[config.mk]
export PLATFORM = sky130hd
export DESIGN_NAME = fadd_share_arbiter_flat
export DESIGN_NICKNAME = d
export VERILOG_FILES = /design/src/rtl/fadd_arb_pkg.sv /design/src/rtl/fadd_share_arbiter_if.sv /design/src/rtl/fadd_share_arbiter_rr.sv /design/src/rtl/fadd_share_arbiter.sv /design/src/flat_wrapper.sv
export SDC_FILE = /design/constraint.sdc
export NUM_CORES = 1
export LEC_CHECK = 0
export CORE_AREA = 5 5 151 153
export DETAILED_ROUTE_END_ITERATION = 8
export DIE_AREA = 0 0 156 158
export PLACE_DENSITY = 0.67
export SYNTH_ARGS = -nofsm -noshare
export SYNTH_HDL_FRONTEND = slang
export SYNTH_HIERARCHICAL = 1
export SYNTH_SLANG_ARGS = --single-unit
[constraint.sdc]
create_clock -name clk -period 4.87 [get_ports clk]
set_clock_uncertainty 0.2 [all_clocks]
set_input_delay 0.7305 -clock clk [delete_from_list [all_inputs] [get_ports clk]]
set_output_delay 0.7305 -clock clk [all_outputs]
set_load 0.01 [all_outputs]
[src/rtl/fadd_arb_pkg.sv]
// Shared types and helpers for the float-add sharing arbiter.
// Tags carry a valid bit and a requester id sized for up to 8 lanes.
package fadd_arb_pkg;

    localparam int FP_W         = 32;
    localparam int FADD_LAT_DEF = 3;
    localparam int ID_W_MAX     = 3;

    typedef struct packed {
        logic                valid;
        logic [ID_W_MAX-1:0] id;
    } tag_t;

    function automatic logic [7:0] onehot(input logic [ID_W_MAX-1:0] id);
        onehot = 8'd1 << id;
    endfunction

endpackage

[src/rtl/fadd_share_arbiter_if.sv]
// Lane request / response and float_add datapath bundle.
// slave = arbiter side, master = lanes plus adder side.
interface fadd_share_arbiter_if #(
    parameter int NUM_REQ = 4
);
    import fadd_arb_pkg::*;

    logic [NUM_REQ-1:0]      req_valid;
    logic [NUM_REQ-1:0]      req_ready;
    logic [NUM_REQ*FP_W-1:0] req_a;
    logic [NUM_REQ*FP_W-1:0] req_b;
    logic [FP_W-1:0]         fadd_a;
    logic [FP_W-1:0]         fadd_b;
    logic [FP_W-1:0]         fadd_out;
    logic [NUM_REQ-1:0]      rsp_valid;
    logic [FP_W-1:0]         rsp_data;
    logic                    busy;

    modport slave (
        input  req_valid, req_a, req_b, fadd_out,
        output req_ready, fadd_a, fadd_b, rsp_valid, rsp_data, busy
    );

    modport master (
        output req_valid, req_a, req_b, fadd_out,
        input  req_ready, fadd_a, fadd_b, rsp_valid, rsp_data, busy
    );

endinterface

[src/rtl/fadd_share_arbiter_rr.sv]
// Round-robin arbiter: search starts at the pointer, wraps modulo
// NUM_REQ, pointer moves past the winner when adv is strobed.
module rr_arbiter #(
    parameter int NUM_REQ = 4,
    parameter int ID_W    = 2
) (
    input  logic               clk,
    input  logic               rst_n,
    input  logic [NUM_REQ-1:0] req,
    input  logic               adv,
    output logic [NUM_REQ-1:0] gnt,
    output logic [ID_W-1:0]    gnt_idx,
    output logic [ID_W-1:0]    ptr_q
);

    logic [ID_W-1:0] ptr_d;
    logic [ID_W-1:0] idx;
    logic            found;

    // First requesting lane at or above the pointer, wrapping around
    always_comb begin
        gnt     = '0;
        gnt_idx = '0;
        found   = 1'b0;
        idx     = '0;
        for (int k = 0; k < NUM_REQ; k++) begin
            idx = ID_W'((int'(ptr_q) + k) % NUM_REQ);
            if (!found && req[idx]) begin
                found    = 1'b1;
                gnt[idx] = 1'b1;
                gnt_idx  = idx;
            end
        end
    end

    // Pointer lands just past the lane that completed a handshake
    always_comb begin
        ptr_d = ptr_q;
        if (adv) begin
            if (gnt_idx == ID_W'(NUM_REQ - 1)) begin
                ptr_d = '0;
            end else begin
                ptr_d = gnt_idx + ID_W'(1);
            end
        end
    end

    // Pointer register
    always_ff @(posedge clk or negedge rst_n) begin
        if (!rst_n) begin
            ptr_q <= '0;
        end else begin
            ptr_q <= ptr_d;
        end
    end

endmodule

[src/rtl/fadd_share_arbiter.sv]
// Shares one pipelined float_add between NUM_REQ lanes; a tag pipe
// routes each sum back. Optional FADD_ARB_STATS_EN adds grant counters.
module fadd_share_arbiter
    import fadd_arb_pkg::*;
#(
    parameter int NUM_REQ  = 4,
    parameter int FADD_LAT = FADD_LAT_DEF,
    parameter int ID_W     = (NUM_REQ > 1) ? $clog2(NUM_REQ) : 1
) (
    input  logic                 clk,
    input  logic                 rst_n,
    fadd_share_arbiter_if.slave  bus
`ifdef FADD_ARB_STATS_EN
    ,
    input  logic [ID_W-1:0]      stat_sel,
    output logic [15:0]          stat_cnt
`endif
);

    logic [NUM_REQ-1:0] gnt;
    logic [ID_W-1:0]    gnt_idx;
    logic [ID_W-1:0]    ptr;
    logic               hs;

    logic [FP_W-1:0]    a_sel;
    logic [FP_W-1:0]    b_sel;
    logic [FP_W-1:0]    fadd_a_q, fadd_a_d;
    logic [FP_W-1:0]    fadd_b_q, fadd_b_d;
    tag_t               tag_q [FADD_LAT];
    tag_t               tag_d [FADD_LAT];
    logic [NUM_REQ-1:0] rsp_valid_q, rsp_valid_d;
    logic [FP_W-1:0]    rsp_data_q, rsp_data_d;
    logic [7:0]         oh;
    logic               busy_w;

    rr_arbiter #(
        .NUM_REQ (NUM_REQ),
        .ID_W    (ID_W)
    ) u_rr (
        .clk     (clk),
        .rst_n   (rst_n),
        .req     (bus.req_valid),
        .adv     (hs),
        .gnt     (gnt),
        .gnt_idx (gnt_idx),
        .ptr_q   (ptr)
    );

    assign bus.req_ready = gnt;
    assign hs            = |(bus.req_valid & gnt);

    // Operand mux for the granted lane
    always_comb begin
        a_sel = '0;
        b_sel = '0;
        for (int i = 0; i < NUM_REQ; i++) begin
            if (gnt[i]) begin
                a_sel = bus.req_a[i*FP_W +: FP_W];
                b_sel = bus.req_b[i*FP_W +: FP_W];
            end
        end
    end

    // Issue stage and tag shift; operands hold when idle
    always_comb begin
        fadd_a_d = hs ? a_sel : fadd_a_q;
        fadd_b_d = hs ? b_sel : fadd_b_q;
        tag_d[0] = '{valid: hs, id: ID_W_MAX'(gnt_idx)};
        for (int k = 1; k < FADD_LAT; k++) begin
            tag_d[k] = tag_q[k-1];
        end
    end

    // Result capture steered by the oldest tag
    always_comb begin
        oh          = onehot(tag_q[FADD_LAT-1].id);
        rsp_valid_d = '0;
        rsp_data_d  = rsp_data_q;
        if (tag_q[FADD_LAT-1].valid) begin
            rsp_valid_d = oh[NUM_REQ-1:0];
            rsp_data_d  = bus.fadd_out;
        end
    end

    // Anything still travelling through the adder
    always_comb begin
        busy_w = 1'b0;
        for (int k = 0; k < FADD_LAT; k++) begin
            busy_w = busy_w | tag_q[k].valid;
        end
    end

    // Datapath, tag and response registers
    always_ff @(posedge clk or negedge rst_n) begin
        if (!rst_n) begin
            fadd_a_q    <= '0;
            fadd_b_q    <= '0;
            rsp_valid_q <= '0;
            rsp_data_q  <= '0;
            for (int k = 0; k < FADD_LAT; k++) begin
                tag_q[k] <= '0;
            end
        end else begin
            fadd_a_q    <= fadd_a_d;
            fadd_b_q    <= fadd_b_d;
            rsp_valid_q <= rsp_valid_d;
            rsp_data_q  <= rsp_data_d;
            for (int k = 0; k < FADD_LAT; k++) begin
                tag_q[k] <= tag_d[k];
            end
        end
    end

    assign bus.fadd_a    = fadd_a_q;
    assign bus.fadd_b    = fadd_b_q;
    assign bus.rsp_valid = rsp_valid_q;
    assign bus.rsp_data  = rsp_data_q;
    assign bus.busy      = busy_w;

`ifdef FADD_ARB_STATS_EN
    logic [15:0] cnt_q [NUM_REQ];
    logic [15:0] cnt_d [NUM_REQ];

    // Saturating per-lane grant counters
    always_comb begin
        for (int i = 0; i < NUM_REQ; i++) begin
            cnt_d[i] = cnt_q[i];
            if (gnt[i] && bus.req_valid[i] && cnt_q[i] != 16'hFFFF) begin
                cnt_d[i] = cnt_q[i] + 16'd1;
            end
        end
    end

    // Counter registers
    always_ff @(posedge clk or negedge rst_n) begin
        if (!rst_n) begin
            for (int i = 0; i < NUM_REQ; i++) begin
                cnt_q[i] <= '0;
            end
        end else begin
            for (int i = 0; i < NUM_REQ; i++) begin
                cnt_q[i] <= cnt_d[i];
            end
        end
    end

    assign stat_cnt = (int'(stat_sel) < NUM_REQ) ? cnt_q[stat_sel] : '0;
`endif

endmodule
[src/flat_wrapper.sv]
// flat-port wrapper written by rule: the top's interface ports become plain ports
module fadd_share_arbiter_flat import fadd_arb_pkg::*;
#(
    parameter int NUM_REQ  = 4,
    parameter int FADD_LAT = FADD_LAT_DEF,
    parameter int ID_W     = (NUM_REQ > 1) ? $clog2(NUM_REQ) : 1
)
  (clk, rst_n, bus_req_valid, bus_req_a, bus_req_b, bus_fadd_out, bus_req_ready, bus_fadd_a, bus_fadd_b, bus_rsp_valid, bus_rsp_data, bus_busy);
  fadd_share_arbiter_if #(.NUM_REQ(NUM_REQ)) bus_i ();
  input  logic clk;
  input  logic rst_n;
  input wire logic [$bits(bus_i.req_valid)-1:0] bus_req_valid;
  input wire logic [$bits(bus_i.req_a)-1:0] bus_req_a;
  input wire logic [$bits(bus_i.req_b)-1:0] bus_req_b;
  input wire logic [$bits(bus_i.fadd_out)-1:0] bus_fadd_out;
  output wire logic [$bits(bus_i.req_ready)-1:0] bus_req_ready;
  output wire logic [$bits(bus_i.fadd_a)-1:0] bus_fadd_a;
  output wire logic [$bits(bus_i.fadd_b)-1:0] bus_fadd_b;
  output wire logic [$bits(bus_i.rsp_valid)-1:0] bus_rsp_valid;
  output wire logic [$bits(bus_i.rsp_data)-1:0] bus_rsp_data;
  output wire logic [$bits(bus_i.busy)-1:0] bus_busy;
  assign bus_i.req_valid = bus_req_valid;
  assign bus_i.req_a = bus_req_a;
  assign bus_i.req_b = bus_req_b;
  assign bus_i.fadd_out = bus_fadd_out;
  assign bus_req_ready = bus_i.req_ready;
  assign bus_fadd_a = bus_i.fadd_a;
  assign bus_fadd_b = bus_i.fadd_b;
  assign bus_rsp_valid = bus_i.rsp_valid;
  assign bus_rsp_data = bus_i.rsp_data;
  assign bus_busy = bus_i.busy;
  fadd_share_arbiter #(.NUM_REQ(NUM_REQ), .FADD_LAT(FADD_LAT), .ID_W(ID_W)) u_core (.clk(clk), .rst_n(rst_n), .bus(bus_i));
endmodule
==> qor.csv, run 1 <==
stage,metric,value,unit
final_layout,area_growth,68.6,%
logic_synthesis,avgSynthCellArea,12.2,um^2
logic_synthesis,synth_top_area_share,42.6,%
route,wirelength,26.5,mm
timing,fin_crit,4.44,ns
worst_setup_path,crit_path_top_delay_cell,o32ai_1,
route,drt_iter0_markers,373,
final_layout,num_antenna_cells,0,
final_layout,multi_input_area,0.00332,mm^2
floorplanning,fp.dieW,156,um
placement,place_area,0.0107,mm^2
timing,relSlewSlack,44.0,%
floorplanning,start_util,30.4,%
global_routing,grtUsageTotal,20.4,%
cts,clock_latency,0.35,ns
worst_setup_path,critPathKind,flop to output port,
cts,h-tree-depth,3,
floorplanning,dieArea,0.0246,mm^2
worst_setup_path,critPathArrivalTime,3.51,ns
timing,tightest_slew,0.837,ns
timing,tns,0,ns
cts,post_cts_resized,0,
cts,postCtsHoldBufs,0,
floorplanning,core,0.0214,mm^2
pwr,total_power,8.79,mW
logic_synthesis,synth_area_leaders,"dfrtp_1, a221oi_2, o31ai_2",
route,viasPerCell,5.27,
logic_synthesis,ys_types,45,
route,antenna_left,0,
placement,pre_cts_slack,0.573,ns
worst_setup_path,path_cells,"inv_1, ha_1, nor3_1, and3_1, a311oi_1, o32ai_1, clkdlybuf4s50_1",
placement,placedCellCount,1174,
placement,io_buffer_count,398,
global_routing,antenna_found_initial,0,
timing,slew_viol_final,0,
run,maxCapViolations,0,
final_layout,regArea,0.00278,mm^2
timing,rsz0062_at_grt,false,
placement,dp_hpwl,20.2,mm
pwr,power_density,800,mW/mm^2
final_layout,post-route-cell-area,0.0110,mm^2
route,drcViolationCount,0,
timing,hold_viol,0,
cts,clk_pin_slew,0.08,ns
route,wl_per_cell,22.2,um
route,dr.pass1.iters,4,
logic_synthesis,ys_seq_area_share,42.6,%
logic_synthesis,syn-instance-count,536,
timing,fmax,0.225,GHz
cts,cts_setup_buffers,0,
logic_synthesis,ys_ff_latch,111,
global_routing,grt_pass1_vias,6508,
logic_synthesis,syn_nets,836,
global_routing,grt_max_degree,65,
timing,final.period_utilization,91.2,%
floorplanning,rows,54,
cts,cts_tree,yes,
route,vias,6266,
cts,cts_root_buf,clkbuf_16,
outcome,status,completed,
logic_synthesis,synthTopCellsByCount,"dfrtp_1, nand3_1, o22ai_1, a221oi_2, o31ai_2",
final_layout,nets,1205,
pwr,ir_worst_vdd,758,uV
logic_synthesis,synth_enable_flop_cells,0,
timing,finalSetupViolCount,0,
floorplanning,ios,399,
logic_synthesis,synth.cell_area,0.00652,mm^2
pwr,p_leak,4.21,nW
logic_synthesis,synth-main-ff-cell,dfrtp_1,
floorplanning,die_h,158,um
global_routing,grt_overflow,0,
final_layout,drive_gt1_share,21.4,%
worst_setup_path,crit_path_end_kind,output port,
min_path,hold_path_class,input pin to asynchronous set/reset pin,
logic_synthesis,ys.warnings.count,6,
cts,cts_sinks,111,
cts,clk_path_buf_depth,2,
worst_setup_path,slowest_delay,0.79,ns
final_layout,fillers,1968,
worst_setup_path,crit_required,3.94,ns
final_layout,layout.cells.non_filler,1190,
worst_setup_path,start_kind,flop,
global_routing,grt_pass1_wl,39.2,mm
logic_synthesis,yosys.area.top_type,dfrtp_1,
worst_setup_path,crit_fanout,7,
placement,place.gp.congestion,0.893,
logic_synthesis,synth_most_common_cell,dfrtp_1,
logic_synthesis,synth-async-reset-ratio,100,%
cts,numCtsBuffers,9,
timing,fin_ws,0.427,ns
==> area by class of cell <==
cell class / instances / area share (%)
flip-flops and latches: 111 / 25.3
inverters: 10 / 0.342
repair buffers: 419 / 38.2
clock buffers: 9 / 2.05
clock inverters: 7 / 0.740
multi-input cells: 354 / 30.2
well taps: 280 / 3.19
==> cells by family after synthesis <==
logic type / share of synthesized area, %
compound gates: 34.6
fa+ha+maj: 1.15
buf+inv: 7.05
flops: 42.6
mux: 6.85
simple gates: 7.72
==> critical path: cells and delay by family, from the launching register on <==
family	cells	cell delay, ns
AND/OR/NAND/NOR	2	0.45
flip-flops	1	0.50
buffers and inverters	2	0.91
adder cells (fa/ha/maj)	1	0.41
AO/OA/AOI/OAI	2	0.89
==> worst paths after layout <==
kind,to,startpoint,slack [ns],cells past startpoint
worst max-delay path,bus_req_ready[0],u_core/u_rr/ptr_q[1]$_DFFE_PN0P_,0.43,7
worst min-delay path,u_core/tag_q[3]$_DFF_PN0_,rst_n,0.10,1
worst max register to register,u_core/bus.fadd_a[24]$_DFFE_PN0P_,u_core/u_rr/ptr_q[1]$_DFFE_PN0P_,0.89,10
worst min register to register,u_core/tag_q[1]$_DFF_PN0_,u_core/tag_d[1]$_DFF_PN0_,0.15,0
max in group asynchronous,u_core/bus.fadd_b[21]$_DFFE_PN0P_,rst_n,3.45,2
min in group clk,u_core/tag_q[1]$_DFF_PN0_,u_core/tag_d[1]$_DFF_PN0_,0.15,0
==> registers in the layout (all words and copies together), names as in the netlist <==
name                  flops
u_core/bus.fadd_a        32
u_core/bus.fadd_b        32
u_core/bus.rsp_data      32
u_core/tag_d              6
u_core/bus.rsp_valid      4
u_core/tag_q              3
u_core/u_rr/ptr_q         2
==> where the power goes <==
part / internal, mW / leakage, nW / switching (mW)
combinational: 2.85 / 2.73 / 3.50
clock: 0.370 / 0.150 / 0.396
sequential: 1.43 / 1.32 / 0.242
total: 4.65 / 4.21 / 4.14
==> stage by stage <==
stage          hold WS (ns)  utilization (%)
3_3_place_gp          0.132             49.9
5_1_grt               0.130             51.3
4_1_cts               0.106             51.3
2_1_floorplan         0.131                -
6_report              0.102             51.3
3_5_place_dp          0.135             49.9
==> per-layer routing <==
layer	up-vias	GRT usage (%)	routed length (um)
met4	0	5.59	457
met3	23	5.14	2200
li1	2916	-	-
met5	-	0	0
met2	257	34.7	13300
met1	3070	25.8	10500
==> placed cells by master (no fill, tap or decap), types with 3 or more instances in the layout <==
cell | synthesis | layout
ha_1 | 6 | 6
mux2i_1 | 3 | 3
mux2_2 | 33 | 33
o31ai_1 | 13 | 13
nand3_1 | 65 | 65
o22ai_1 | 63 | 63
clkbuf_16 | 0 | 9
buf_12 | 0 | 5
buf_4 | 15 | 17
nor2b_1 | 4 | 3
nand2_1 | 5 | 5
clkdlybuf4s50_1 | 0 | 397
inv_6 | 0 | 3
a221oi_2 | 60 | 60
dfrtp_1 | 111 | 111
inv_1 | 8 | 8
o31ai_2 | 50 | 50
nor2_1 | 8 | 8
o32ai_1 | 5 | 4
a221oi_1 | 8 | 8
Note: power is estimated with default switching activity, not from simulation.
==> run 2, diff against run 1 <==
Settings changed: ABC_AREA from default to 1, CORE_AREA 5 5 151 153 to default, CORE_MARGIN from default to 5, CORE_UTILIZATION from default to 33, DIE_AREA 0 0 156 158 to default, PLACE_DENSITY 0.67 to 0.7.
==> run 2 against run 1 <==
Worst hold slack better by 0.045 ns; final cell count rose by 44%; first-iteration DRC count increased by 39%; maximum frequency fell by 0.75%; count of clock-buffer cells in the layout did not move; sequential power is 2% lower; critical path type unchanged; critical endpoint is now bus_req_ready[3].
==> qor.csv, run 2 <==
stage,metric,value,unit,change
floorplanning,core,0.0203,mm^2,-5.2%
global_routing,grt_pass1_wl,45.0,mm,+15%
timing,finalSetupViolCount,0,,unchanged
pwr,ir_worst_vdd,1340,uV,+76%
timing,tightest_slew,1.01,ns,+0.177 ns
route,wl_per_cell,17.4,um,-22%
timing,slew_viol_final,0,,unchanged
logic_synthesis,synth-main-ff-cell,dfrtp_1,,
cts,cts_setup_buffers,0,,unchanged
cts,cts_root_buf,clkbuf_16,,
timing,fmax,0.223,GHz,-0.75%
logic_synthesis,synth_enable_flop_cells,0,,unchanged
timing,rsz0062_at_grt,false,,
floorplanning,die_h,154,um,-2.6%
cts,cts_tree,yes,,
logic_synthesis,ys.warnings.count,6,,unchanged
global_routing,busiest_layer,met2,,
logic_synthesis,synthTopCellsByCount,"nand2_1, nor2_1, dfrtp_1, nand3_1, a21oi_1",,
placement,io_buffer_count,398,,unchanged
logic_synthesis,syn_nets,1381,,+65%
logic_synthesis,yosys.area.top_type,dfrtp_1,,
final_layout,mostFrequentLayoutCells,"nand2_1, clkdlybuf4s50_1, nor2_1",,
route,wirelength,29.7,mm,+12%
global_routing,grt_pass1_vias,7717,,+19%
final_layout,layout.cells.non_filler,1712,,+44%
final_layout,final_common_cell,nand2_1,,
logic_synthesis,synth_most_common_cell,nand2_1,,
route,antenna_left,0,,unchanged
route,dr.pass1.iters,5,,+1
logic_synthesis,avgSynthCellArea,6.33,um^2,-48%
route,viasPerCell,4.73,,-10%
logic_synthesis,synth_top_area_share,40.6,%,-2.0 points
cts,clock_latency,0.35,ns,about the same
min_path,hold_path_class,flop to flop,,
logic_synthesis,synth_area_leaders,"dfrtp_1, nand2_1, nor2_1",,
global_routing,antenna_found_initial,2,,+2
timing,hold_slack,0.147,ns,+0.0451 ns
floorplanning,fp.dieW,154,um,-1.3%
timing,relSlewSlack,32.2,%,-12 points
worst_setup_path,start_kind,flop,,
worst_setup_path,critPathArrivalTime,3.55,ns,+0.04 ns
cts,postCtsHoldBufs,0,,unchanged
outcome,status,completed,,
placement,place.gp.congestion,0.983,,+10%
final_layout,utilization,55.9,%,+4.5 points
final_layout,area_growth,65.8,%,
final_layout,nets,1737,,+44%
worst_setup_path,crit_fanout,66,,+59
cts,post_cts_resized,0,,unchanged
global_routing,grt_max_degree,88,,+35%
timing,hold_viol,0,,unchanged
global_routing,grtUsageTotal,23.9,%,+3.6 points
cts,clk_path_buf_depth,2,,unchanged
route,drcViolationCount,0,,unchanged
timing,final.period_utilization,91.9,%,+0.69 points
floorplanning,start_util,33.7,%,+3.3 points
cts,cts_sinks,111,,unchanged
global_routing,grt_overflow,0,,unchanged
logic_synthesis,syn-instance-count,1081,,+100%
timing,tns,0,ns,unchanged
global_routing,met2_usage,40.5,%,+5.8 points
floorplanning,dieArea,0.0237,mm^2,-3.8%
cts,clk_pin_slew,0.08,ns,about the same
worst_setup_path,critPathKind,flop to output port,,
pwr,power_density,823,mW/mm^2,+3.0%
logic_synthesis,ys_types,27,,-40%
timing,fin_crit,4.48,ns,+0.0336 ns
global_routing,grt_use_met1,29.3,%,+3.6 points
floorplanning,rows,52,,-3.7%
final_layout,drive_gt1_share,3.61,%,-18 points
logic_synthesis,synth.cell_area,0.00684,mm^2,+5.0%
placement,placedCellCount,1696,,+44%
cts,h-tree-depth,3,,unchanged
placement,dp_hpwl,22.4,mm,+11%
run,maxCapViolations,0,,unchanged
floorplanning,ios,399,,unchanged
final_layout,fillers,1970,,+0.10%
logic_synthesis,ys_seq_area_share,40.6,%,-2.0 points
logic_synthesis,synth-async-reset-ratio,100,%,unchanged
route,drt_iter0_markers,519,,+39%
cts,numCtsBuffers,9,,unchanged
global_routing,use_met3,6.30,%,+1.2 points
route,vias,8101,,+29%
pwr,p_leak,5.67,nW,+35%
worst_setup_path,crit_required,3.94,ns,about the same
logic_synthesis,ys_ff_latch,111,,unchanged
worst_setup_path,crit_path_end_kind,output port,,
## run 2: path summary, 6_finish.rpt
| check | start | end | slack [ns] | depth (start not counted) |
|---|---|---|---|---|
| worst min register to register | u_core/tag_d[5]$_DFF_PN0_ | u_core/tag_d[1]$_DFF_PN0_ | 0.15 | 0 |
| max in group asynchronous | rst_n | u_core/bus.fadd_b[17]$_DFFE_PN0P_ | 3.15 | 2 |
| worst min-delay path | u_core/tag_d[5]$_DFF_PN0_ | u_core/tag_d[1]$_DFF_PN0_ | 0.15 | 0 |
| min in group asynchronous | rst_n | u_core/bus.fadd_a[8]$_DFFE_PN0P_ | 0.26 | 1 |
| worst max-delay path | u_core/u_rr/ptr_q[0]$_DFFE_PN0P_ | bus_req_ready[3] | 0.39 | 12 |
| worst max register to register | u_core/u_rr/ptr_q[0]$_DFFE_PN0P_ | u_core/bus.fadd_b[19]$_DFFE_PN0P_ | 0.95 | 15 |
## run 2: worst max-delay path, cell delays in order (launching register included)
cell and delay (ns):
dfrtp_1 0.55, inv_2 0.16, ha_1 0.41, inv_1 0.11, nand2_1 0.09, nand2_2 0.08
nor2_8 0.15, nand3_4 0.10, inv_2 0.08, nand2_1 0.08, nand3_4 0.07, buf_4 0.60
clkdlybuf4s50_1 0.68
## run 2: metal layers
metal	wire [um]	part of all wire [%]
met1	11600	39
met2	14800	50
met3	2420	8.1
met4	888	3.0
met5	13	0.044
## run 2: cells by family after synthesis
group | after synthesis | share of synthesized area, %
fa+ha+maj | 6 | 1.10
compound gates | 74 | 5.58
simple gates | 804 | 46.8
buf+inv | 86 | 5.93
flops | 111 | 40.6
## run 2: layout make-up
cell class	count	area [um^2]	share of cell area, %
clock buffers	9	225	1.99
multi-input cells	884	3680	32.5
repair buffers	412	4120	36.4
inverters	19	71.3	0.629
well taps	270	338	2.98
clock inverters	6	116	1.03
flip-flops and latches	111	2780	24.5
diodes	1	2.50	0.0221
## run 2: metrics by stage
step | power [mW] | area (um^2) | setup slack [ns]
CTS | 9.42 | 11300 | 0.317
floorplan | 6.16 | 6840 | 2.03
global route | 10.3 | 11300 | 0.131
global placement | 8.40 | 11000 | 0.544
finish | 9.34 | 11300 | 0.393
detailed placement | 8.52 | 11000 | 0.509
## run 2: report_power, final
group	switching [mW]	internal, mW	total, mW
clock	0.360	0.506	0.866
combinational	4.34	2.50	6.84
sequential	0.226	1.41	1.63
==> run 3, diff against run 2 <==
Settings changed: CAP_MARGIN from default to 15.
==> results of run 3 <==
No change in the layout: final DEF, timing and power equal those of run 2.
